==> src/rtl/jk_seq_pkg.sv <==
`default_nettype none
// +----------------------------------------------------------------------+
// | Module  : jk_seq_pkg                                                 |
// | Purpose : Shared types, JK command encodings and the toggle-enable   |
// |           helper used by the JK-cell counter sequencing controller.  |
// | Contents: state_t   - controller state enumeration                   |
// |           JK_*      - {J,K} command encodings for one cell           |
// |           MAX_W     - widest supported counter                       |
// |           lower_all_set() - carry-chain term for one counter bit     |
// | Revision: 1.0  initial release                                       |
// +----------------------------------------------------------------------+
package jk_seq_pkg;

    typedef enum logic [1:0] {
        IDLE = 2'd0,
        LOAD = 2'd1,
        RUN  = 2'd2,
        DONE = 2'd3
    } state_t;

    localparam logic [1:0] JK_HOLD = 2'b00;
    localparam logic [1:0] JK_CLR  = 2'b01;
    localparam logic [1:0] JK_SET  = 2'b10;
    localparam logic [1:0] JK_TOG  = 2'b11;

    localparam int MAX_W = 16;

    // Toggle enable for bit idx of a binary counter. The caller passes Q
    // when counting up and Qbar when counting down, so "all lower bits
    // are 1" covers both directions. Bit 0 has no lower bits and always
    // toggles.
    function automatic logic lower_all_set(input logic [MAX_W-1:0] src,
                                           input int               idx);
        logic all_set;
        all_set = 1'b1;
        for (int b = 0; b < MAX_W; b++) begin
            if (b < idx) begin
                all_set = all_set & src[b];
            end
        end
        return all_set;
    endfunction

endpackage
`default_nettype wire

==> src/rtl/jk_cell.sv <==
`default_nettype none
// +----------------------------------------------------------------------+
// | Module  : jk_cell                                                    |
// | Purpose : Single JK flip-flop, rising edge, async active-high reset  |
// |           to Q=0 / Qbar=1.                                           |
// | Ports   : clk, rst - clock and asynchronous reset                    |
// |           j, k     - 00 hold, 01 clear, 10 set, 11 toggle            |
// |           q, qbar  - stored bit and its complement                   |
// | Revision: 1.0  initial release                                       |
// +----------------------------------------------------------------------+
module jk_cell
    import jk_seq_pkg::*;
(
    input  logic clk,
    input  logic rst,
    input  logic j,
    input  logic k,
    output logic q,
    output logic qbar
);

    logic r_q;

    always_ff @(posedge clk or posedge rst) begin
        if (rst) begin
            r_q <= 1'b0;
        end else begin
            case ({j, k})
                JK_HOLD: r_q <= r_q;
                JK_CLR:  r_q <= 1'b0;
                JK_SET:  r_q <= 1'b1;
                JK_TOG:  r_q <= ~r_q;
                default: r_q <= r_q;
            endcase
        end
    end

    assign q    = r_q;
    assign qbar = ~r_q;

endmodule
`default_nettype wire

==> src/rtl/jk_seq_ctrl.sv <==
`default_nettype none
// +----------------------------------------------------------------------+
// | Module  : jk_seq_ctrl                                                |
// | Purpose : Sequencer driving a bank of WIDTH JK cells as a loadable   |
// |           up/down counter: load, count to a limit, hold, report done.|
// | Ports   : clk, rst        - clock, async active-high reset           |
// |           start           - run request (sampled in IDLE only)       |
// |           dir             - 1 up / 0 down (captured with start)      |
// |           load_val, limit - start and terminal count (captured)      |
// |           hold            - freeze count while running               |
// |           busy, done      - activity flag, one-cycle completion pulse|
// |           count           - Q outputs of the cell bank               |
// |           j_bus, k_bus    - J/K drive currently applied to the cells |
// | Revision: 1.0  initial release                                       |
// +----------------------------------------------------------------------+
module jk_seq_ctrl
    import jk_seq_pkg::*;
#(
    parameter int WIDTH = 4
) (
    input  logic             clk,
    input  logic             rst,
    input  logic             start,
    input  logic             dir,
    input  logic [WIDTH-1:0] load_val,
    input  logic [WIDTH-1:0] limit,
    input  logic             hold,
    output logic             busy,
    output logic             done,
    output logic [WIDTH-1:0] count,
    output logic [WIDTH-1:0] j_bus,
    output logic [WIDTH-1:0] k_bus
);

    state_t           r_state;
    logic             r_dir;
    logic [WIDTH-1:0] r_load;
    logic [WIDTH-1:0] r_limit;
    logic             r_busy;
    logic             r_done;

    logic [WIDTH-1:0] w_j;
    logic [WIDTH-1:0] w_k;
    logic [WIDTH-1:0] w_qbar;
    logic [WIDTH-1:0] w_src;
    logic [MAX_W-1:0] w_src_ext;
    logic [WIDTH-1:0] w_tog;
    logic             w_at_limit;

    // Counting down toggles a bit when all lower bits are 0, i.e. when all
    // lower Qbar bits are 1, so the same carry chain serves both directions.
    assign w_src      = r_dir ? count : w_qbar;
    assign w_src_ext  = MAX_W'(w_src);
    assign w_at_limit = (count == r_limit);

    for (genvar g = 0; g < WIDTH; g++) begin : g_cells
        jk_cell u_cell (
            .clk  (clk),
            .rst  (rst),
            .j    (w_j[g]),
            .k    (w_k[g]),
            .q    (count[g]),
            .qbar (w_qbar[g])
        );
        assign w_tog[g] = lower_all_set(w_src_ext, g);
    end

    // Cell drive: only LOAD and an unheld, not-yet-finished RUN cycle move
    // the bank; everything else issues hold to every cell.
    always_comb begin
        w_j = '0;
        w_k = '0;
        case (r_state)
            LOAD: begin
                w_j = r_load;
                w_k = ~r_load;
            end
            RUN: begin
                if (!w_at_limit && !hold) begin
                    w_j = w_tog;
                    w_k = w_tog;
                end
            end
            default: begin
                w_j = '0;
                w_k = '0;
            end
        endcase
    end

    // busy/done are registered alongside the state so they change on the
    // same edge as the state they decode.
    always_ff @(posedge clk or posedge rst) begin
        if (rst) begin
            r_state <= IDLE;
            r_dir   <= 1'b0;
            r_load  <= '0;
            r_limit <= '0;
            r_busy  <= 1'b0;
            r_done  <= 1'b0;
        end else begin
            case (r_state)
                IDLE: begin
                    if (start) begin
                        r_dir   <= dir;
                        r_load  <= load_val;
                        r_limit <= limit;
                        r_state <= LOAD;
                        r_busy  <= 1'b1;
                    end
                end
                LOAD: begin
                    r_state <= RUN;
                end
                RUN: begin
                    if (w_at_limit) begin
                        r_state <= DONE;
                        r_done  <= 1'b1;
                    end
                end
                DONE: begin
                    r_state <= IDLE;
                    r_done  <= 1'b0;
                    r_busy  <= 1'b0;
                end
                default: begin
                    r_state <= IDLE;
                    r_done  <= 1'b0;
                    r_busy  <= 1'b0;
                end
            endcase
        end
    end

    assign busy  = r_busy;
    assign done  = r_done;
    assign j_bus = w_j;
    assign k_bus = w_k;

endmodule
`default_nettype wire
==> config.mk <==
export PLATFORM = sky130hd
export DESIGN_NAME = jk_seq_ctrl
export DESIGN_NICKNAME = d
export VERILOG_FILES = /design/src/rtl/jk_seq_pkg.sv /design/src/rtl/jk_cell.sv /design/src/rtl/jk_seq_ctrl.sv
export SDC_FILE = /design/constraint.sdc
export NUM_CORES = 1
export LEC_CHECK = 0
export CORE_MARGIN = 2
export CORE_UTILIZATION = 45
export CTS_CLUSTER_DIAMETER = 40
export DETAILED_ROUTE_END_ITERATION = 6
export GPL_TIMING_DRIVEN = 0
export PLACE_DENSITY_LB_ADDON = 0.1
export SLEW_MARGIN = 25
export SYNTH_ARGS = -nofsm -noshare
export SYNTH_HDL_FRONTEND = slang
export SYNTH_SLANG_ARGS = --single-unit
==> constraint.sdc <==
create_clock -name clk -period 2.9 [get_ports clk]
set_clock_uncertainty 0.1 [all_clocks]
set_input_delay 0.29 -clock clk [delete_from_list [all_inputs] [get_ports clk]]
set_output_delay 0.29 -clock clk [all_outputs]
set_load 0.05 [all_outputs]
==> metrics <==
Die W=around 55 um; part of the Yosys area used for sequential elements=36.6%; Finish-stage setup viols=0; share of layout cells above drive strength 1=30.6%; PortBufs=26; # DRC=0; Placed Cells=171; final setup margin=0.200 ns; Post-Syn Nets=133; Worst setup EP type=output pin; multi-input combinational cell area=613 um2; power density of the placed cells=1300 nW/um2; commonest non-fill, non-tap cells in the layout=18 x clkdlybuf4s50_1, 17 x dfrtp_1, 15 x buf_4, 11 x nand2_1, 11 x mux2_2; Slew Viols, Final=0; Worst Path Buf+Inv=3; vias=913; largest net degree at the start of global routing=18; DR WL/cell=between 10 and 15 um; Hold Buf Count CTS=0; FP Rows=18; Reg clk slew, reported paths=0.11 ns; Hold Slack=0.271 ns; GP Congestion=0.729; First DRT Iteration DRCs=12; gr usage total=about 19%; fill cell count=between 200 and 250; Hold WC Path Type=input pin to async pin; crit path max-delay cell type=dfrtp_1; Starting Density=between 40% and 50%; CP Launch Type=flop; clk_lat worst skew=just over 0.3 ns; most common cell after layout, fill and taps aside=clkdlybuf4s50_1; H-tree levels=1; RSZ-0062 raised after global routing=no; WP data required=2.51 ns; area grow syn2layout=27.5%; final net count=166; Vias/cell=5.16; post-place instance area=1460 um2; Crit path max-delay family=buffers and inverters; status=finished clean; unique cell type count in the Yosys netlist=31; CTS tree=done; Num CTS Buffers=3; drt first pass iters=4; FF+latch count, synth=17; Seq. cell area=425 um2; critical path arrival=2.31 ns; reg2reg start=r_state[0]$_DFFE_PP0P_; Antenna Cells=0; GRT overflow=0; clock tree buffer depth=2; vias in the first global route=889; Mapped Area=1160 um2; crit path kind=flop to output pin; Cells after Synth=115; HPWL Detailed=~1700 um; Post-Syn Area per Cell=10.1 um2; first-pass GRT wire length=3880 um; clock sink total=17; CTS root buffer=clkbuf_4; Core Region=2450 um2; Design Area, Final=1480 um2; Max Cap Viol=0; Final Critical Period=2.70 ns; IO Pins=27; fmax=370 MHz; Final Cycle Share=between 90% and 100%; VDD IR-drop max=about 0.00086 V; pre-CTS setup slack=-0.106 ns; Routed Antenna Nets=0; Overall Power=between 1500 and 2000 uW; Crit path largest cell delay=0.42 ns; Slew HR=54.8%; Ys Warns=0; WL final=between 2000 and 2500 um; Non-Filler Instances=between 150 and 200; CP max FO=5; height of the die=54.8 um; Lkg Pwr=approximately 0.00067 uW; full die area=3000 um2; Fin. Hold Viols=0; beginning of the critical path=r_state[0]$_DFFE_PP0P_; initial antenna violation count=0; CP cell instances=inv_1 > ha_1 > nand2b_1 > a41oi_4 > nand2_1 > a21boi_0 > buf_4 > clkdlybuf4s15_2; actual slew at the worst max-slew pin=0.677 ns
## per-layer routing
layer / GRT usage (%) / vias up / share of wire [%]
li1: - / 453 / -
met4: 3.75 / 0 / 0.42
met3: 6.01 / 2 / 4.3
met5: 0 / - / 0
met1: 23.0 / 441 / 47
met2: 31.3 / 17 / 48
## cells in the mapped netlist (all sizes together)
master	number	area [um2]
mux2	11	124
nand4b	1	8.76
ha	5	62.6
clkbuf	2	7.51
o2bb2ai	1	8.76
or3b	1	8.76
o31ai	1	7.51
nor2b	2	12.5
mux2i	2	20.0
dfrtp	17	425
inv	8	30.0
o221a	1	11.3
o32a	1	10.0
or2	1	6.26
nand2b	5	31.3
a22o	1	10.0
nand3	4	20.0
a21boi	6	45.0
nand2	11	41.3
a21oi	2	10.0
a41oi	1	27.5
buf	14	101
nand4	5	31.3
o21ai	4	20.0
o21a	1	7.51
xnor2	5	51.3
and2	1	6.26
a221oi	1	15.0
## what timing repair did
item	CTS	global route
gates resized for setup	20	11
gates cloned	0	1
endpoints found under the setup margin	8	8
setup buffers	0	2
endpoints found under the hold margin	0	0
## where the power goes
part           switching [uW]  internal (uW)
Combinational             773            559
Sequential                104            354
Clock                    80.8           53.7
Total                     958            967
## cells by family after synthesis
| kind of cell | count (synthesis) | synth area share, % |
|---|---|---|
| simple gates | 31 | 14.3 |
| buf+inv | 24 | 12.0 |
| compound gates | 20 | 14.9 |
| flops | 17 | 36.6 |
| mux | 13 | 12.4 |
| xor+xnor | 5 | 4.42 |
| fa+ha+maj | 5 | 5.39 |
## layout make-up
type                    count  share of cell area, %
flip-flops and latches     17                   28.7
repair buffers             28                   16.3
multi-input cells          75                   41.4
well taps                  30                   2.54
clock buffers               4                   1.78
inverters                   8                   2.03
plain buffers              15                   7.19
## state kept, by name (all words and copies together) (netlist names)
signal / cells
g_cells.u_cell.q: 4
r_limit: 4
r_load: 4
busy: 1
r_state: 2
r_dir: 1
done: 1
## worst reg2reg max path: cells and delay by family (launching register included)
family | cells | cell delay (ns)
AO/OA/AOI/OAI | 2 | 0.36
adder cells (fa/ha/maj) | 1 | 0.24
buffers and inverters | 2 | 0.30
flip-flops | 1 | 0.42
AND/OR/NAND/NOR | 2 | 0.52
## worst paths after layout
path,endpoint,slack (ns),cells past startpoint
worst max-delay path,k_bus[2],0.20,8
worst min-delay path,r_limit[0]$_DFFE_PP0P_,0.27,2
worst max register to register,g_cells[2].u_cell.q$_DFFE_PP0P_,0.85,7
worst min register to register,busy$_DFFE_PP0P_,0.42,2
max in group asynchronous,r_load[2]$_DFFE_PP0P_,1.98,2
min in group clk,busy$_DFFE_PP0P_,0.42,2
## per-stage QoR
stage	TNS, ns	util [%]
2_1_floorplan	0	-
3_3_place_gp	-0.0192	59.4
3_5_place_dp	-0.562	59.4
4_1_cts	0	60.7
5_1_grt	0	60.3
6_report	0	60.3
(Power assumes the default switching activity.)
==> RTL change 1, RTL diff (same flow settings) <==
Put a register stage on the outputs `j_bus` and `k_bus`, with the module's reset. The values now appear one clock later. The other outputs are not delayed to match.
--- a/src/rtl/jk_seq_ctrl.sv
+++ b/src/rtl/jk_seq_ctrl.sv
@@ -135,6 +135,13 @@
     assign busy  = r_busy;
     assign done  = r_done;
-    assign j_bus = w_j;
-    assign k_bus = w_k;
+    always_ff @(posedge clk or posedge rst) begin
+        if (rst) begin
+            j_bus <= '0;
+            k_bus <= '0;
+        end else begin
+            j_bus <= w_j;
+            k_bus <= w_k;
+        end
+    end
 
 endmodule
Formal check against the unedited RTL: not equivalent (Yosys sat finds a counterexample within 4 cycles, from zero or initial values and one cycle with rst high).
==> RTL change 1 against the original RTL <==
  * Critical path depth decreased by 6
  * Via count up 7.2%
  * Setup slack gained 490 ps
  * Sequential share of layout area rose by 8.1 points
  * Final cell count is 1.1% higher
  * Power rose by 15%
  * Register-to-register slack gained 80 ps
  * Synthesized area rose by 18%
  * Combinational power up 3%
  * Sequential cell count rose by 8
  * Cell area grew 15%
  * Wire length grew 8.7%
==> RTL change 1: results (changes against the original RTL) <==
status -> finished, final reports clean
GP Congestion -> 0.7599 (+4.2%)
drt via density -> 5.469 (+6.0%)
largest net degree at the start of global routing -> 26 (+8)
crit path max fanout -> 7 (+2)
DRT iter0 DRCs -> 40 (+28)
clock slew at reported path FFs -> 160 ps (+50 ps)
Worst path slowest cell -> clkdlybuf4s50_1
Slew @ Worst Pin -> 887.5 ps (+210.4 ps)
XOR/XNOR Fraction of Synth Area -> 6.216% (+1.8 points)
pre-CTS setup slack -> 987.0 ps (+1093 ps)
post-CTS resize count -> 0 (-100%)
adder-cell share of the synthesized area -> 4.570% (-0.82 points)
met3 usage -> 2.620% (-3.4 points)
GRT Total Usage -> 17.73% (-0.85 points)
met1 Use GR -> 25.25% (+2.3 points)
Area contributors post-synth -> dfrtp_1 (46%), mux2_2 (7.4%), ha_1 (4.6%)
vias in the first global route -> 958 (+7.8%)
dpl cell area -> 0.001670 sq mm (+14%)
detailed placement HPWL -> 1900 um (+11%)
GR Util met2 -> 27.30% (-4.0 points)
Worst VDD drop -> 0.5722 mV (-33%)
mux cell area share after synthesis -> 9.232% (-3.2 points)
area share of the largest cell type after synthesis -> 45.70% (+9.1 points)
Compound-Gate Fraction of Synth Area -> 14.35% (-0.52 points)
post-synthesis sequential area ratio -> 45.70% (+9.1 points)
global-route wire length before repair -> 4616 um (+19%)
Worst-Skew Late Latency -> 350 ps (+40 ps)
WL final -> 2619 um (+8.7%)
synth cell count leaders -> dfrtp_1 (25), nand2b_1 (10), mux2_2 (9)
synth unique cells -> 36 (+16%)
Post-Syn Nets -> 134 (+0.75%)
leakage power -> 0.7223 nW (+8.5%)
Worst path max stage delay -> 780 ps (+360 ps)
layout cell share with drive strength beyond 1 -> 19.18% (-11 points)
# nets final -> 165 (-0.60%)
-- RTL change 1: layer usage --
metal / wire length (um) / vias to the layer above
met4: 50 / 0
met2: 1201 / 25
li1: - / 459
met3: 108 / 5
met5: 0 / -
met1: 1259 / 490
-- RTL change 1: per-stage QoR --
| step | std cells | util [%] |
|---|---|---|
| after floorplan | 116 | - |
| after global placement | 175 | 56.09 |
| after detailed placement | 175 | 56.09 |
| after CTS | 179 | 57.10 |
| after global routing | 179 | 57.10 |
| final | 179 | 57.10 |
-- RTL change 1: cell type report --
cell class / count / area (sq um)
Inverter: 4 / 15.01
Clock inverter: 1 / 7.507
Timing Repair Buffer: 26 / 260.3
Buffer: 8 / 52.55
Fill cell: 273 / 1277
Multi-Input combinational cell: 79 / 675.6
Clock buffer: 3 / 22.52
Tap cell: 33 / 41.29
Sequential cell: 25 / 625.6
-- RTL change 1: power breakdown --
group	internal [mW]	leakage (nW)	switching (mW)
Clock	0.0531	0.0139	0.124
Combinational	0.619	0.400	0.756
Sequential	0.511	0.308	0.148
-- RTL change 1: path summary, 6_finish.rpt --
kind                                                       from  cells past startpoint  slack (ps)                      to
worst min-delay path                                        rst                      2         210      j_bus[3]$_DFF_PP0_
max in group asynchronous                                   rst                      2        2070  r_limit[3]$_DFFE_PP0P_
worst max register to register           r_state[1]$_DFFE_PP0P_                      5         930      j_bus[0]$_DFF_PP0_
worst max-delay path            g_cells[2].u_cell.q$_DFFE_PP0P_                      2         690                count[2]
min in group clk                                    load_val[1]                      2         440   r_load[1]$_DFFE_PP0P_
worst min register to register                 busy$_DFFE_PP0P_                      2         440        busy$_DFFE_PP0P_
-- RTL change 1: logic make-up after synthesis --
family / count (synthesis)
AO/OA/AOI/OAI: 24
XOR/XNOR: 5
multiplexers: 11
AND/OR/NAND/NOR: 34
buffers and inverters: 12
adder cells (fa/ha/maj): 5
flip-flops: 25
==> RTL change 2, RTL diff (config.mk and constraints unchanged) <==
Made on the original files. Change the parameter `WIDTH` from 4 to 6.
--- a/src/rtl/jk_seq_ctrl.sv
+++ b/src/rtl/jk_seq_ctrl.sv
@@ -17,5 +17,5 @@
     import jk_seq_pkg::*;
 #(
-    parameter int WIDTH = 4
+    parameter int WIDTH = 6
 ) (
     input  logic             clk,
Ports: changed (5 resized); port bits go from 27 to 37. The function was not compared with the original's and may differ.
==> RTL change 2 against the original RTL <==
  * Power increased by 30%
  * Utilization about the same
  * Fmax decreased by 2.7%
  * Synthesized area increased by 32%
  * Wire length increased by 23%
  * Sequential cell count increased by 6
  * Setup slack got worse by 76 ps
  * Cell area increased by 35%
==> RTL change 2: results (changes against the original RTL) <==
routed metal-1 wirelength -> 1424 um (+25%)
Pwr Density -> 1257 mW/mm^2 (-3.3%)
GP Congestion -> 0.7764 (+6.5%)
# nets final -> 212 (+28%)
leakage power -> 0.9221 nW (+39%)
P_clk -> 0.152 mW (+13%)
drt via density -> 4.869 (-5.6%)
GR Util met2 -> 27.15% (-4.2 points)
hold slack final -> 347.6 ps (+77.03 ps)
routed wl met3 -> 118 um (+15%)
Max-Slew Margin vs Limit -> 40.48% (-14 points)
dpl cell area -> 0.001953 sq mm (+34%)
pre-CTS setup slack -> -131.6 ps (-26.02 ps)
met1 Use GR -> 21.47% (-1.5 points)
cts hold-fix bufs -> 0 (unchanged)
internal power -> 1.309 mW (+35%)
register share of total power -> 24.9% (+1.1 points)
met3 usage -> 1.802% (-4.2 points)
mux cell area share after synthesis -> 12.88% (+0.48 points)
vias in the first global route -> 1121 (+26%)
FILL cells -> 318 (+49%)
detailed placement HPWL -> 2230 um (+30%)
global-route wire length before repair -> 5023 um (+29%)
Post-Syn Nets -> 171 (+29%)
r2r startpoint -> g_cells[0].u_cell.q$_DFFE_PP0P_
Area contributors post-synth -> dfrtp_1 (37%), mux2_2 (10%), buf_4 (9.3%)
PortBufs -> 36 (+38%)
crit path max fanout -> 9 (+4)
total die area -> 0.003895 sq mm (+30%)
clock slew at reported path FFs -> 140 ps (+30 ps)
XOR/XNOR Fraction of Synth Area -> 5.134% (+0.72 points)
status -> finished, final reports clean
synth cell count leaders -> dfrtp_1 (23), buf_4 (19), mux2_2 (14)
Crit Reg-Reg Endpoint -> g_cells[5].u_cell.q$_DFFE_PP0P_
DRT iter0 DRCs -> 56 (+44)
largest net degree at the start of global routing -> 24 (+6)
Worst R2R Setup Slack -> 780 ps (-70 ps)
wire length on met2 -> 1404 um (+22%)
GRT Total Usage -> 16.07% (-2.5 points)
Arrival @ worst endpoint -> 2390 ps (+80 ps)
layout cell share with drive strength beyond 1 -> 31.05% (+0.44 points)
RTL change 2: stage by stage:
| step | instances | utilization (%) |
|---|---|---|
| after floorplan | 150 | - |
| after global placement | 232 | 58.99 |
| after detailed placement | 232 | 58.99 |
| after CTS | 235 | 59.41 |
| after global routing | 236 | 60.32 |
| final | 236 | 60.32 |
RTL change 2: area by class of cell:
class	count	share of cell area [%]
repair buffers	39	19.17
flip-flops and latches	23	28.82
plain buffers	22	8.647
inverters	8	1.504
multi-input cells	94	37.59
well taps	46	2.882
clock buffers	3	1.128
clock inverters	1	0.2506
RTL change 2: critical path: stages, from the launching register on:
cell and delay (ps):
dfrtp_1 470, xor2_1 210, nor4_4 380, a21oi_4 150, and3_1 190, o21a_1 210, buf_4 130, clkdlybuf4s15_2 320
RTL change 2: kinds of logic after synthesis:
logic type	count (synthesis)
buf+inv	33
simple gates	41
mux	18
fa+ha+maj	4
xor+xnor	9
compound gates	22
flops	23
RTL change 2: repair_timing:
action,4_1_cts,5_1_grt
buffers inserted,0,3
endpoints found under the setup margin,12,11
pin swaps,0,6
gates resized for setup,38,16
RTL change 2: how the worst max path moves through the flow:
stage	cells past startpoint	slack [ps]	from	endpoint
6_report	7	120	g_cells[4].u_cell.q$_DFFE_PP0P_	k_bus[2]
3_3_place_gp	8	-140	g_cells[0].u_cell.q$_DFFE_PP0P_	k_bus[5]
3_5_place_dp	9	-130	g_cells[1].u_cell.q$_DFFE_PP0P_	j_bus[5]
2_1_floorplan	7	650	g_cells[0].u_cell.q$_DFFE_PP0P_	k_bus[5]
5_1_grt	7	-0.04	g_cells[4].u_cell.q$_DFFE_PP0P_	k_bus[2]
4_1_cts	8	10	g_cells[0].u_cell.q$_DFFE_PP0P_	j_bus[4]
